--- src/rtl/idct_transpose4_if.sv ---
// Row-in / column-out handshake bundle for the 4x4 IDCT transpose buffer.
// The master is the row producer and column consumer; the slave is the buffer.
interface idct_transpose4_if #(
  parameter int DW = 25
);
  logic                 in_valid;
  logic                 in_ready;
  logic signed [DW-1:0] in_d0;
  logic signed [DW-1:0] in_d1;
  logic signed [DW-1:0] in_d2;
  logic signed [DW-1:0] in_d3;

  logic                 out_valid;
  logic                 out_ready;
  logic signed [DW-1:0] out_d0;
  logic signed [DW-1:0] out_d1;
  logic signed [DW-1:0] out_d2;
  logic signed [DW-1:0] out_d3;
  logic [1:0]           out_col;
  logic                 out_last;

  modport master (
    output in_valid, in_d0, in_d1, in_d2, in_d3, out_ready,
    input  in_ready, out_valid, out_d0, out_d1, out_d2, out_d3, out_col, out_last
  );

  modport slave (
    input  in_valid, in_d0, in_d1, in_d2, in_d3, out_ready,
    output in_ready, out_valid, out_d0, out_d1, out_d2, out_d3, out_col, out_last
  );
endinterface

--- src/rtl/idct_transpose4.sv ---
// Ping-pong 4x4 transpose buffer between the row and column IDCT passes.
// Rows are saturated to SW bits on entry and read back out column by column.
module idct_transpose4 #(
  parameter int DW = 25,
  parameter int SW = 16
) (
  input logic             clk,
  input logic             reset,
  idct_transpose4_if.slave bus
);

  typedef logic signed [SW-1:0] samp_t;

  localparam logic signed [DW-1:0] SAT_HI = {{(DW-SW+1){1'b0}}, {(SW-1){1'b1}}};
  localparam logic signed [DW-1:0] SAT_LO = {{(DW-SW+1){1'b1}}, {(SW-1){1'b0}}};

  samp_t      mem [2][4][4];
  logic [1:0] full;
  logic       wb;
  logic       rb;
  logic [1:0] wptr;
  logic [1:0] rptr;

  logic signed [DW-1:0] in_row [4];
  logic                 accept;
  logic                 consume;

  assign in_row[0] = bus.in_d0;
  assign in_row[1] = bus.in_d1;
  assign in_row[2] = bus.in_d2;
  assign in_row[3] = bus.in_d3;

  function automatic samp_t saturate(input logic signed [DW-1:0] v);
    if (v > SAT_HI)      return SAT_HI[SW-1:0];
    else if (v < SAT_LO) return SAT_LO[SW-1:0];
    else                 return v[SW-1:0];
  endfunction

  function automatic logic signed [DW-1:0] sext(input samp_t s);
    return {{(DW-SW){s[SW-1]}}, s};
  endfunction

  // Accept and consume never touch the same bank: accept needs full[wb]==0,
  // consume needs full[rb]==1, so both can update state in one cycle.
  assign accept  = bus.in_valid && !full[wb];
  assign consume = full[rb] && bus.out_ready;

  // NOTE: the storage array is reset too, so out_d* reads as zero after reset
  // rather than exposing stale samples from an abandoned block.
  always_ff @(posedge clk or posedge reset) begin
    if (reset) begin
      full <= '0;
      wb   <= 1'b0;
      rb   <= 1'b0;
      wptr <= '0;
      rptr <= '0;
      for (int b = 0; b < 2; b++)
        for (int r = 0; r < 4; r++)
          for (int c = 0; c < 4; c++)
            mem[b][r][c] <= '0;
    end else begin
      // NOTE: non-blocking assignments keep every read in this block on the
      // pre-edge values of wb/rb/wptr/rptr, independent of statement order.
      if (accept) begin
        for (int j = 0; j < 4; j++)
          mem[wb][wptr][j] <= saturate(in_row[j]);
        wptr <= wptr + 2'd1;
        if (wptr == 2'd3) begin
          full[wb] <= 1'b1;
          wb       <= ~wb;
        end
      end
      if (consume) begin
        rptr <= rptr + 2'd1;
        if (rptr == 2'd3) begin
          full[rb] <= 1'b0;
          rb       <= ~rb;
        end
      end
    end
  end

  // A bank released this cycle only shows as ready once full[] has updated.
  assign bus.in_ready  = !full[wb];
  assign bus.out_valid = full[rb];
  assign bus.out_col   = rptr;
  assign bus.out_last  = full[rb] && (rptr == 2'd3);
  assign bus.out_d0    = sext(mem[rb][0][rptr]);
  assign bus.out_d1    = sext(mem[rb][1][rptr]);
  assign bus.out_d2    = sext(mem[rb][2][rptr]);
  assign bus.out_d3    = sext(mem[rb][3][rptr]);

endmodule

--- src/flat_wrapper.sv ---
// flat-port wrapper written by rule: the top's interface ports become plain ports
module idct_transpose4_flat 
#(
  parameter int DW = 25,
  parameter int SW = 16
)
  (clk, reset, bus_in_valid, bus_in_d0, bus_in_d1, bus_in_d2, bus_in_d3, bus_out_ready, bus_in_ready, bus_out_valid, bus_out_d0, bus_out_d1, bus_out_d2, bus_out_d3, bus_out_col, bus_out_last);
  idct_transpose4_if #(.DW(DW)) bus_i ();
  input logic clk;
  input logic reset;
  input wire logic [$bits(bus_i.in_valid)-1:0] bus_in_valid;
  input wire logic [$bits(bus_i.in_d0)-1:0] bus_in_d0;
  input wire logic [$bits(bus_i.in_d1)-1:0] bus_in_d1;
  input wire logic [$bits(bus_i.in_d2)-1:0] bus_in_d2;
  input wire logic [$bits(bus_i.in_d3)-1:0] bus_in_d3;
  input wire logic [$bits(bus_i.out_ready)-1:0] bus_out_ready;
  output wire logic [$bits(bus_i.in_ready)-1:0] bus_in_ready;
  output wire logic [$bits(bus_i.out_valid)-1:0] bus_out_valid;
  output wire logic [$bits(bus_i.out_d0)-1:0] bus_out_d0;
  output wire logic [$bits(bus_i.out_d1)-1:0] bus_out_d1;
  output wire logic [$bits(bus_i.out_d2)-1:0] bus_out_d2;
  output wire logic [$bits(bus_i.out_d3)-1:0] bus_out_d3;
  output wire logic [$bits(bus_i.out_col)-1:0] bus_out_col;
  output wire logic [$bits(bus_i.out_last)-1:0] bus_out_last;
  assign bus_i.in_valid = bus_in_valid;
  assign bus_i.in_d0 = bus_in_d0;
  assign bus_i.in_d1 = bus_in_d1;
  assign bus_i.in_d2 = bus_in_d2;
  assign bus_i.in_d3 = bus_in_d3;
  assign bus_i.out_ready = bus_out_ready;
  assign bus_in_ready = bus_i.in_ready;
  assign bus_out_valid = bus_i.out_valid;
  assign bus_out_d0 = bus_i.out_d0;
  assign bus_out_d1 = bus_i.out_d1;
  assign bus_out_d2 = bus_i.out_d2;
  assign bus_out_d3 = bus_i.out_d3;
  assign bus_out_col = bus_i.out_col;
  assign bus_out_last = bus_i.out_last;
  idct_transpose4 #(.DW(DW), .SW(SW)) u_core (.clk(clk), .reset(reset), .bus(bus_i));
endmodule
--- config.mk ---
export PLATFORM = sky130hd
export DESIGN_NAME = idct_transpose4_flat
export DESIGN_NICKNAME = d
export VERILOG_FILES = /design/src/rtl/idct_transpose4_if.sv /design/src/rtl/idct_transpose4.sv /design/src/flat_wrapper.sv
export SDC_FILE = /design/constraint.sdc
export NUM_CORES = 1
export LEC_CHECK = 0
export BUFFER_PORTS_ARGS = -buffer_cell sky130_fd_sc_hd__buf_2
export CORE_ASPECT_RATIO = 1.5
export CORE_MARGIN = 10
export CORE_UTILIZATION = 45
export CTS_BUF_LIST = sky130_fd_sc_hd__clkbuf_16
export DETAILED_ROUTE_END_ITERATION = 16
export GPL_TIMING_DRIVEN = 1
export SETUP_SLACK_MARGIN = 0.02
export SKIP_LAST_GASP = 1
export SYNTH_ARGS = -nofsm -noshare
export SYNTH_HDL_FRONTEND = slang
export SYNTH_SLANG_ARGS = --single-unit
--- constraint.sdc ---
create_clock -name clk -period 38.6 [get_ports clk]
set_clock_uncertainty 0.05 [all_clocks]
set_input_delay 3.86 -clock clk [delete_from_list [all_inputs] [get_ports clk]]
set_output_delay 3.86 -clock clk [all_outputs]
set_load 0.005 [all_outputs]
After elaboration in Yosys (flattened, before gate mapping)
Index checks and enable logic that the tools add are counted.
Word-level totals
  register bits after elaboration: 520
  input bits: 104
  output and inout port bits: 105
  word-level logic and storage cells: 137
Operators by class
  add/subtract/negate cells: 2
  order comparisons: 18
  equality and inequality tests: 2
  multiplexer cells: 59
  bitwise logic cells: 9
  reductions and logical operators: 10
Operators with widths (count)
  bitwise mux 512 bit: 4
  two-way mux 256 bit: 7
  demux 256 bit (select 1 bit): 4
  demux 64 bit (select 2 bit): 4
  two-way mux 16 bit: 21
  binary-select mux 16 bit (select 2 bit): 4
  greater-than comparator 25 x 16 -> 1 bit, second input constant: 4
  less-than comparator 25 x 16 -> 1 bit, second input constant: 4
  two-way mux 64 bit: 1
  two-way mux 48 bit: 1
  two-way mux 32 bit: 1
  two-way mux 2 bit: 4
  logical AND 1 bit: 7
  >= comparator 3 bit, second input constant: 2
  two-way mux 1 bit: 6
  NOT 2 -> 3 bit: 2
  adder 2 x 1 -> 2 bit, second input constant: 2
  equality test 2 bit, second input constant: 2
  >= comparator 2 bit, second input constant: 2
  less-than comparator 1 x 2 -> 1 bit, second input constant: 2
  NOT 1 -> 2 bit: 2
  AND reduction 2 bit: 2
  less-than comparator 3 x 1 -> 1 bit, second input constant: 1
  bitwise AND 2 bit: 1
  other kinds (7): 10

Logic depth before layout (Yosys ltp)
Gate-level depths: netlist of run 1.
  depth after elaboration: 11
  gate-level depth with buffers: 7

Worst setup path before layout of run 1
OpenSTA, ideal clock, no wires.
  kind: reg-to-output
  start: register u_core.rptr[0] (netlist: u_core.bus.out_col[0])
  end: output port bus_out_d0[10]
  arrival time: 1.816 ns
  required time: 34.690 ns
  slack: 32.874 ns
  stages on the path, launching flop included: 5
  cell sequence: dfrtp_1 > buf_2 > buf_2 > mux4_2 > mux2_2
On the way
  word-level cells in the longest chain between the ends: 4
Ends and longest elaborated chain
  start: declaration: RTL line idct_transpose4.sv:22  | logic [1:0] rptr;
  start signal: assignment: RTL line idct_transpose4.sv:74  | rptr <= rptr + 2'd1;
  NOT 2 -> 3 bit (not written as such): RTL line idct_transpose4.sv:88  | assign bus.out_d0 = sext(mem[rb][0][rptr]);
  binary-select mux 16 bit (select 2 bit): RTL line idct_transpose4.sv:88
  two-way mux 16 bit (not written as such) (2 in a row): RTL line idct_transpose4.sv:88
  end: declaration: RTL line flat_wrapper.sv:19  | output wire logic [$bits(bus_i.out_d0)-1:0] bus_out_d0;
Every way passes these cells. The select of a mux whose other input is x is not followed.

Worst setup path in the final report of run 1
  start: register u_core.rptr[0] (netlist: u_core.bus.out_col[0])
  end: output port bus_out_d0[14]
The elaborated chain is that of the path after synthesis.

==> results_dict.tcl, run 1 <==
set metrics [dict create \
    status "finished, final reports clean" \
    grt_pass1_vias 18340 \
    coreArea_sq_um 54650 \
    met2_usage 0.3874 \
    dr.pass1.iters 6 \
    worst_slew_pin_slew_ns 1.487 \
    post-cts-setup-buffers 0 \
    layout-drive-gt1-share 0.2697 \
    syn_area_sq_um 24770 \
    globalRouteTotalUtil 0.2385 \
    rsz0062_at_grt "no" \
    maxSlewViolCount 0 \
    clock.fmax_mhz 117.2 \
    synth_cell_types 28 \
    ys_top_cells_by_count "dfrtp_1, a31oi_1, nor2_1" \
    crit_fanout 44 \
    htree_levels 2 \
    startpoint "u_core.bus.out_col[0]$_DFFE_PP0P_" \
    hold_violations 0 \
    end_kind "output port" \
    row_count 105 \
    port_buffers 208 \
    routed_wl_um 78160 \
    min_path_type "reg2reg" \
    relSlewSlack 0.008505 \
    ir_drop_mv 0.04944 \
    design.die.area_sq_um 65020 \
    yosysMostFrequentCell "dfrtp_1" \
    synth_top_area_frac 0.5254 \
    grtUsageMet3 0.04257 \
    setup_tns_ns 0 \
    ctsHoldBuffers 0 \
    clkTransAtPathRegs_ns 0.06 \
    syn_area_per_cell_sq_um 11.51 \
    fin_crit_ns 8.536 \
    clock_latency_ns 0.57 \
    io_pins 209 \
    start_util 0.4532 \
    maxCapViolCount 0 \
    total_power_mw 2.512 \
    synth_ff_type "dfrtp_1" \
    grtUsageMet1 0.3071 \
    synth-seq-cells 520 \
    area_growth_pct 11.09 \
    min-delay-start "u_core.mem[495]$_DFFE_PP0P_" \
    worstSetupPathType "reg2out" \
    gp_routability_congestion 0.8350 \
    wire_per_inst_um 26.60 \
    reg2reg_from "u_core.full[0]$_DFF_PP0_" \
    arrival_ns 4.63 \
    synth-async-reset-ratio 1.000 \
    cp-start-kind "register" \
    diodes 0 \
    grt_first_pass_wirelength_um 118800 \
    num_vias 18570 \
    r2r-end "u_core.mem[408]$_DFFE_PP0P_" \
    setup_viol 0 \
    ctsResizeCount 0 \
    synth_edf_count 0 \
    grt_max_degree 176 \
    crit_end "bus_out_d0[14]" \
    drtAntennaViolNets 0 \
    reg2reg_setup_slack_ns 35.67 \
    worstPathRequired_ns 34.69 \
    leakagePower_nw 10.94 \
    die_height_um 307.3 \
    synth_cells 2152 \
    drc 0 \
    period_share 0.2211 \
    worstRegToRegCells 3 \
    viasPerCell 6.321 \
    cts_tree "yes" \
    syn_nets 2261 \
    synth_top_cell_by_area "dfrtp_1" \
    dieWidth_um 211.6 \
    ys_seq_area_frac 0.5254 \
    first_iter_violations 1873 \
    cts.sinks 520 \
    dpl.hpwl_um 50560 \
    top_usage_layer "met2" \
    nNetsFinal 2319 \
    overflow 0 \
    cts_made_buffers 48 \
    cts_max_path_buffers 3 \
    clock-root-buffer "clkbuf_16" \
    synth.area.top_cells "dfrtp_1, a31oi_1, mux4_2" \
    ys_warn_count 0 \
    power.density_nw_per_um2 91.31 \
    antenna_found_initial 0 \
]
metrics by stage:
step	cell area (sq um)	util	setup slack, ns	instances	hold WS, ns
2_1_floorplan	24770	-	20.16	2152	0.4251
3_3_place_gp	26010	0.4760	30.55	2855	0.4340
3_5_place_dp	26010	0.4760	30.50	2855	0.4429
4_1_cts	27520	0.5035	29.88	2938	0.4574
5_1_grt	27520	0.5035	29.67	2938	0.4681
6_report	27520	0.5035	30.06	2938	0.4543
worst max-delay path, cell delays in order, from the launching register on:
cell,delay [ns]
dfrtp_4,0.63
buf_4,0.64
buf_4,0.79
buf_4,0.83
mux4_2,0.61
mux2_2,0.33
buf_2,0.16
registers in the layout (all words and copies together), names as in the netlist:
signal / flops
u_core.bus.out_col: 2
u_core.full: 2
u_core.mem: 512
u_core.rb: 1
u_core.wb: 1
u_core.wptr: 2
layer usage:
| layer | vias to the layer above | part of all wire |
|---|---|---|
| met5 | - | 0 |
| met4 | 0 | 0.046 |
| met3 | 121 | 0.063 |
| met2 | 652 | 0.48 |
| met1 | 9576 | 0.41 |
| li1 | 8223 | - |
worst min-delay path by stage:
stage	endpoint	cells past startpoint
6_report	u_core.mem[495]$_DFFE_PP0P_	1
5_1_grt	u_core.mem[79]$_DFFE_PP0P_	1
4_1_cts	u_core.mem[335]$_DFFE_PP0P_	1
3_5_place_dp	u_core.mem[335]$_DFFE_PP0P_	1
3_3_place_gp	u_core.mem[255]$_DFFE_PP0P_	1
2_1_floorplan	u_core.mem[335]$_DFFE_PP0P_	1
power by group:
| group | switching [mW] | internal (mW) |
|---|---|---|
| logic | 0.500 | 0.551 |
| registers | 0.179 | 0.816 |
| clock network | 0.209 | 0.257 |
logic make-up (layout without fill, tap and decap cells):
family	after synthesis	after routing	synth area share
muxes	228	228	0.1618
xor gates and xnor gates	2	2	0.0007073
adders and majority gates	5	5	0.002526
and+or+nand+nor	571	571	0.1032
DFF	520	520	0.5254
AOI/OAI and AO/OA	549	549	0.1464
buffers and inverters	277	368	0.06001
cell type report:
type | count | area (sq um)
flip-flops and latches | 520 | 13020
repair buffers | 277 | 1572
inverters | 8 | 37.54
well taps | 695 | 869.6
fillers | 4855 | 27140
multi-input cells | 1355 | 10510
clock inverters | 34 | 276.5
clock buffers | 49 | 1226
cells in the final DEF (no fill, tap or decap), drive strengths merged, types with 3 or more instances in the layout:
master / count
clkinv: 20
inv: 16
clkbuf: 49
or3: 4
and2: 5
nor4bb: 4
a31oi: 482
o41ai: 4
mux2: 99
a32oi: 60
mux4: 128
nand2: 3
ha: 5
and4: 64
or4: 4
buf: 277
bufinv: 4
dfrtp: 520
and4b: 4
nor2: 481
Power figures use the tool's default switching activity.
==> inputs of run 2 (changes only) <==
==> constraint.sdc (replaced) <==
create_clock -name clk -period 8.5 [get_ports clk]
set_clock_uncertainty 0.05 [all_clocks]
set_input_delay 0.85 -clock clk [delete_from_list [all_inputs] [get_ports clk]]
set_output_delay 0.85 -clock clk [all_outputs]
set_load 0.005 [all_outputs]
==> run 2 against run 1 <==
Compared with the run above: sequential share of layout area is essentially flat; register-to-register slack lost 30 ns; highest routed layer unchanged; critical path depth shrank 1; combinational power grew to 4.6 times the previous value.
==> results_dict.tcl, run 2 (synthesized netlist as in run 1, its figures left out) <==
set metrics [dict create \
    mostFrequentLayoutCells "dfrtp_1, a31oi_1, nor2_1" \
    design.die.area_sq_um 65020 \
    clock-root-buffer "clkbuf_16" \
    row_count 105 \
    htree_levels 2 \
    dr.pass1.iters 8 \
    regArea_sq_um 13020 \
    power.density_nw_per_um2 414.0 \
    cp_cell_sequence "buf_4, buf_4, mux4_2, mux2_2, buf_2" \
    ctsHoldBuffers 0 \
    routed_wl_um 78260 \
    clock.fmax_mhz 209.7 \
    cpMostUsedCell "buf_4" \
    dpl_cell_area_sq_um 26030 \
    antenna_found_initial 0 \
    arrival_ns 3.87 \
    num_vias 18690 \
    worstPathRequired_ns 7.60 \
    largest_reg_flops 512 \
    p_sw_frac 0.3527 \
    io_pins 209 \
    area_growth_pct 11.10 \
    holdWs_ns 0.2499 \
    ctsResizeCount 0 \
    port_buffers 208 \
    p_seq_frac 0.394 \
    design_area_sq_um 27520 \
    grt_first_pass_wirelength_um 118200 \
    layout-drive-gt1-share 0.2654 \
    start_util 0.4532 \
    drc 0 \
    setup_viol 0 \
    worst_slew_pin_slew_ns 1.453 \
    dieWidth_um 211.6 \
    relSlewSlack 0.03105 \
    switchingPower_mw 4.018 \
    gp_routability_congestion 0.8153 \
    setup_tns_ns 0 \
    pwr-share-comb 0.422 \
    post-cts-setup-buffers 0 \
    maxSlewViolCount 0 \
    cts.sinks 520 \
    nNetsFinal 2327 \
    fin_crit_ns 4.768 \
    cts_made_buffers 48 \
    wire_per_inst_um 26.55 \
    leakagePower_nw 10.95 \
    regMostFlops "u_core.mem" \
    layout_commonest_cell "dfrtp_1" \
    grt_pass1_vias 18340 \
    status "finished, final reports clean" \
    cts_max_path_buffers 3 \
    cts_tree "yes" \
    dpl.hpwl_um 49800 \
    globalRouteTotalUtil 0.2376 \
    first_iter_violations 1843 \
    p_int_mw 7.373 \
    min_path_type "in2async" \
    fillers 4914 \
    hold_violations 0 \
    overflow 0 \
    crit_fanout 63 \
    grt_max_degree 185 \
    maxCapViolCount 0 \
    ir_drop_mv 0.1975 \
    period_share 0.5610 \
    coreArea_sq_um 54650 \
    crit_slowest_cell "buf_4" \
    clkPwrFrac 0.184 \
    drtAntennaViolNets 0 \
    rsz0062_at_grt "no" \
    die_height_um 307.3 \
    worstSetupPathType "reg2out" \
    diodes 0 \
    clock_latency_ns 0.57 \
    worst_path_largest_cell_delay_ns 0.91 \
    cp-start-kind "register" \
    multi_input_area_sq_um 10450 \
    end_kind "output port" \
    viasPerCell 6.338 \
    clkTransAtPathRegs_ns 0.07 \
]
[run 2: cell count changes in the layout (fill, tap and decap cells not counted), sizes merged]
cell	previous run	this run
clkinv	20	19
inv	16	19
buf	277	285
[run 2: stage by stage]
| step | setup slack [ns] | cells | power (mW) | util |
|---|---|---|---|---|
| after floorplan | 0.5358 | 2152 | 7.873 | - |
| after global placement | 4.361 | 2863 | 9.201 | 0.4764 |
| after detailed placement | 4.318 | 2863 | 9.379 | 0.4764 |
| after CTS | 3.713 | 2948 | 11.48 | 0.5035 |
| after global routing | 3.640 | 2948 | 12.10 | 0.5035 |
| final | 3.732 | 2948 | 11.39 | 0.5035 |
[run 2: path summary, 6_finish.rpt]
path | from | to | slack [ns] | cells past startpoint
worst max-delay path | u_core.rb$_DFFE_PP0P_ | bus_out_d3[8] | 3.73 | 5
worst min-delay path | reset | u_core.mem[111]$_DFFE_PP0P_ | 0.25 | 2
worst max register to register | u_core.wptr[1]$_DFFE_PP0P_ | u_core.mem[438]$_DFFE_PP0P_ | 5.44 | 6
worst min register to register | u_core.mem[175]$_DFFE_PP0P_ | u_core.mem[175]$_DFFE_PP0P_ | 0.46 | 1
max in group asynchronous | reset | u_core.mem[177]$_DFFE_PP0P_ | 6.19 | 4
min in group clk | u_core.mem[175]$_DFFE_PP0P_ | u_core.mem[175]$_DFFE_PP0P_ | 0.46 | 1
[run 2: power groups by stage]
stage | clock (mW) | combinational [mW] | sequential, mW
after floorplan | 0 | 3.70 | 4.17
after global placement | 0 | 4.75 | 4.46
after detailed placement | 0 | 4.86 | 4.52
after CTS | 2.13 | 4.88 | 4.48
after global routing | 2.22 | 5.25 | 4.62
final | 2.10 | 4.80 | 4.49
[run 2: routing by layer]
| metal | wire length (um) | global-route usage | vias up |
|---|---|---|---|
| li1 | - | - | 8221 |
| met1 | 31360 | 0.3067 | 9599 |
| met2 | 38110 | 0.3894 | 750 |
| met3 | 5176 | 0.03676 | 115 |
| met4 | 3610 | 0.1043 | 0 |
| met5 | 0 | 0 | - |
[run 2: worst max-delay path, delay by kind of cell, from the launching register on]
family	cells	cell delay [ns]
DFF	1	0.68
muxes	2	0.78
buffers and inverters	3	1.76
[run 2: final cells by class]
| class | instances | area share |
|---|---|---|
| clock buffer | 49 | 0.04456 |
| clock inverter | 36 | 0.009367 |
| inverter | 8 | 0.001228 |
| multi-input combinational | 1355 | 0.3798 |
| sequential | 520 | 0.4733 |
| tap | 695 | 0.03160 |
| timing repair buffer | 285 | 0.06020 |
==> inputs of run 3 (changes only) <==
--- a/config.mk
+++ b/config.mk
@@ -5,6 +5,7 @@
 export SDC_FILE = /design/constraint.sdc
 export NUM_CORES = 1
 export LEC_CHECK = 0
+export ABC_AREA = 1
 export BUFFER_PORTS_ARGS = -buffer_cell sky130_fd_sc_hd__buf_2
 export CORE_ASPECT_RATIO = 1.5
 export CORE_MARGIN = 10
==> constraint.sdc (replaced) <==
create_clock -name clk -period 4.7 [get_ports clk]
set_clock_uncertainty 0.05 [all_clocks]
set_input_delay 0.47 -clock clk [delete_from_list [all_inputs] [get_ports clk]]
set_output_delay 0.47 -clock clk [all_outputs]
set_load 0.005 [all_outputs]
==> run 3 against run 2 <==
Compared with the run above: setup slack got worse by 2.9 ns; total power increased by 80%; die area rose by 0.62%; count of clock-buffer cells in the layout is 6 higher; cell count increased by 41%; sequential cell count stayed put; non-clock buffer count shrank 46; area after synthesis grew 0.67%; combinational power up 83%; global-route usage increased by 3.0 points; synthesized cell count up 57%; clock power increased by 90%; highest routed layer unchanged.
==> results_dict.tcl, run 3 <==
set metrics [dict create \
    cp-start-kind "register" \
    min_path_type "in2async" \
    post-cts-setup-buffers 0 \
    worst_path_largest_cell_delay_ns 0.96 \
    worst_slew_pin_slew_ns 1.335 \
    utilization 0.5023 \
    coreArea_sq_um 54780 \
    layout_commonest_cell "nand2_1" \
    cts_made_buffers 53 \
    top_usage_layer "met2" \
    regMostFlops "u_core.mem" \
    htree_levels 2 \
    largest_reg_flops 512 \
    io_pins 209 \
    cts_tree "yes" \
    ys_seq_area_frac 0.5219 \
    antenna_found_initial 0 \
    dr.pass1.iters 5 \
    multi_input_area_sq_um 10490 \
    grtUsageMet3 0.04437 \
    yosysMostFrequentCell "nand2_1" \
    arrival_ns 3.36 \
    grtUsageMet1 0.3324 \
    layout-drive-gt1-share 0.09608 \
    viasPerCell 5.455 \
    cts.sinks 520 \
    syn_area_per_cell_sq_um 7.375 \
    nNetsFinal 3531 \
    ys_top_cells_by_count "nand2_1, dfrtp_1, o21ai_0" \
    wire_per_inst_um 21.20 \
    ys_warn_count 0 \
    clock-root-buffer "clkbuf_16" \
    status "finished, final reports clean" \
    synth_top_area_frac 0.5219 \
    leakagePower_nw 14.78 \
    fillers 5405 \
    fin_crit_ns 3.884 \
    area_growth_pct 10.35 \
    maxSlewViolCount 0 \
    drtAntennaViolNets 0 \
    synth_edf_count 0 \
    cpMostUsedCell "nand2_1" \
    drc 0 \
    power.density_nw_per_um2 746.5 \
    regArea_sq_um 13020 \
    hold_violations 0 \
    port_buffers 208 \
    ir_drop_mv 0.3777 \
    design.die.area_sq_um 65420 \
    total_power_mw 20.54 \
    num_vias 22700 \
    clkTransAtPathRegs_ns 0.06 \
    start_util 0.4551 \
    gp_routability_congestion 0.8522 \
    ctsResizeCount 0 \
    crit_fanout 69 \
    synth_cell_types 24 \
    setup_viol 0 \
    met2_usage 0.4503 \
    ctsHoldBuffers 0 \
    worstSetupPathType "reg2out" \
    grt_max_degree 139 \
    mostFrequentLayoutCells "nand2_1, dfrtp_1, o21ai_0" \
    synth_ff_type "dfrtp_1" \
    synth-seq-cells 520 \
    synth_top_cell_by_area "dfrtp_1" \
    die_height_um 308.3 \
    syn_nets 3490 \
    synth.area.top_cells "dfrtp_1, nand2_1, o21ai_0" \
    synth_cells 3381 \
    period_share 0.8264 \
    maxCapViolCount 0 \
    diodes 0 \
    worstPathRequired_ns 4.18 \
    relSlewSlack 0.1100 \
    rsz0062_at_grt "no" \
    cp_cell_sequence "buf_4, o21ai_0, o22ai_1, nand2_1, nand2_1, buf_2" \
    grt_first_pass_wirelength_um 135500 \
    overflow 0 \
    end_kind "output port" \
    cts_max_path_buffers 3 \
    syn_area_sq_um 24930 \
    dieWidth_um 212.2 \
    routed_wl_um 88210 \
    clock_latency_ns 0.59 \
    synth-async-reset-ratio 1.000 \
    grt_pass1_vias 22180 \
    clock.fmax_mhz 257.5 \
    globalRouteTotalUtil 0.2673 \
    crit_slowest_cell "dfrtp_4" \
    row_count 105 \
    first_iter_violations 2350 \
    dpl.hpwl_um 54400 \
]
## run 3: cell types whose count changed in the layout (fill, tap and decap cells not counted), moves of 18 or more
cell	change
mux2_2	-99
o22ai_1	+120
a21oi_1	+18
a32oi_1	-52
o21ai_0	+274
mux4_2	-128
buf_4	-51
and4_1	-64
a31oi_1	-482
inv_1	+27
nand2_1	+1842
nor2_1	-212
## run 3: power by group
part	total (mW)	leakage, nW	internal, mW	switching, mW
clock network	3.98	0.849	2.16	1.81
registers	7.80	6.52	6.51	1.28
logic	8.77	7.42	3.05	5.71
total	20.5	14.8	11.7	8.81
## run 3: area by class of cell
cell class | instances | share of cell area
flip-flops and latches | 520 | 0.4732
inverters | 42 | 0.006139
well taps | 695 | 0.03160
multi-input cells | 2566 | 0.3811
clock buffers | 55 | 0.05002
repair buffers | 239 | 0.04993
clock inverters | 44 | 0.008003
## run 3: final timing paths
| path | startpoint | endpoint | slack (ns) | cells past startpoint |
|---|---|---|---|---|
| min | reset | u_core.mem[38]$_DFFE_PP0P_ | 0.02 | 2 |
| min reg2reg | u_core.mem[207]$_DFFE_PP0P_ | u_core.mem[207]$_DFFE_PP0P_ | 0.42 | 2 |
| max reg2reg | u_core.wb$_DFFE_PP0P_ | u_core.mem[463]$_DFFE_PP0P_ | 1.91 | 6 |
| max | u_core.bus.out_col[0]$_DFFE_PP0P_ | bus_out_d3[7] | 0.82 | 6 |
| min in group clk | bus_in_d0[24] | u_core.mem[511]$_DFFE_PP0P_ | 0.25 | 3 |
| max in group asynchronous | reset | u_core.rb$_DFFE_PP0P_ | 3.32 | 3 |
## run 3: cell families after synthesis
family	synth area share
compound gates	0.09238
xor+xnor	0.0007027
fa+ha+maj	0.002509
buf+inv	0.05826
flops	0.5219
simple gates	0.3243
## run 3: routing by layer
metal  vias up  part of all wire
li1      10580                 -
met4         0             0.045
met5         -                 0
met1     11040              0.39
met3       149             0.076
met2       937              0.48
## run 3: worst max-delay path, delay by kind of cell (launching register included)
kind,cells,cell delay (ns)
flip-flops,1,0.96
AO/OA/AOI/OAI,2,0.51
buffers and inverters,2,0.95
AND/OR/NAND/NOR,2,0.32
## run 3: per-stage QoR
step / setup slack, ns / hold WS (ns) / cells / TNS [ns] / area, sq um
floorplan: -2.884 / 0.3866 / 3381 / -1499.80 / 24940
global placement: 1.507 / 0.3989 / 4062 / 0 / 25920
detailed placement: 1.515 / 0.4037 / 4062 / 0 / 25920
CTS: 0.8625 / 0.02723 / 4161 / 0 / 27520
global route: 0.6341 / 0.06149 / 4161 / 0 / 27520
finish: 0.8158 / 0.01689 / 4161 / 0 / 27520
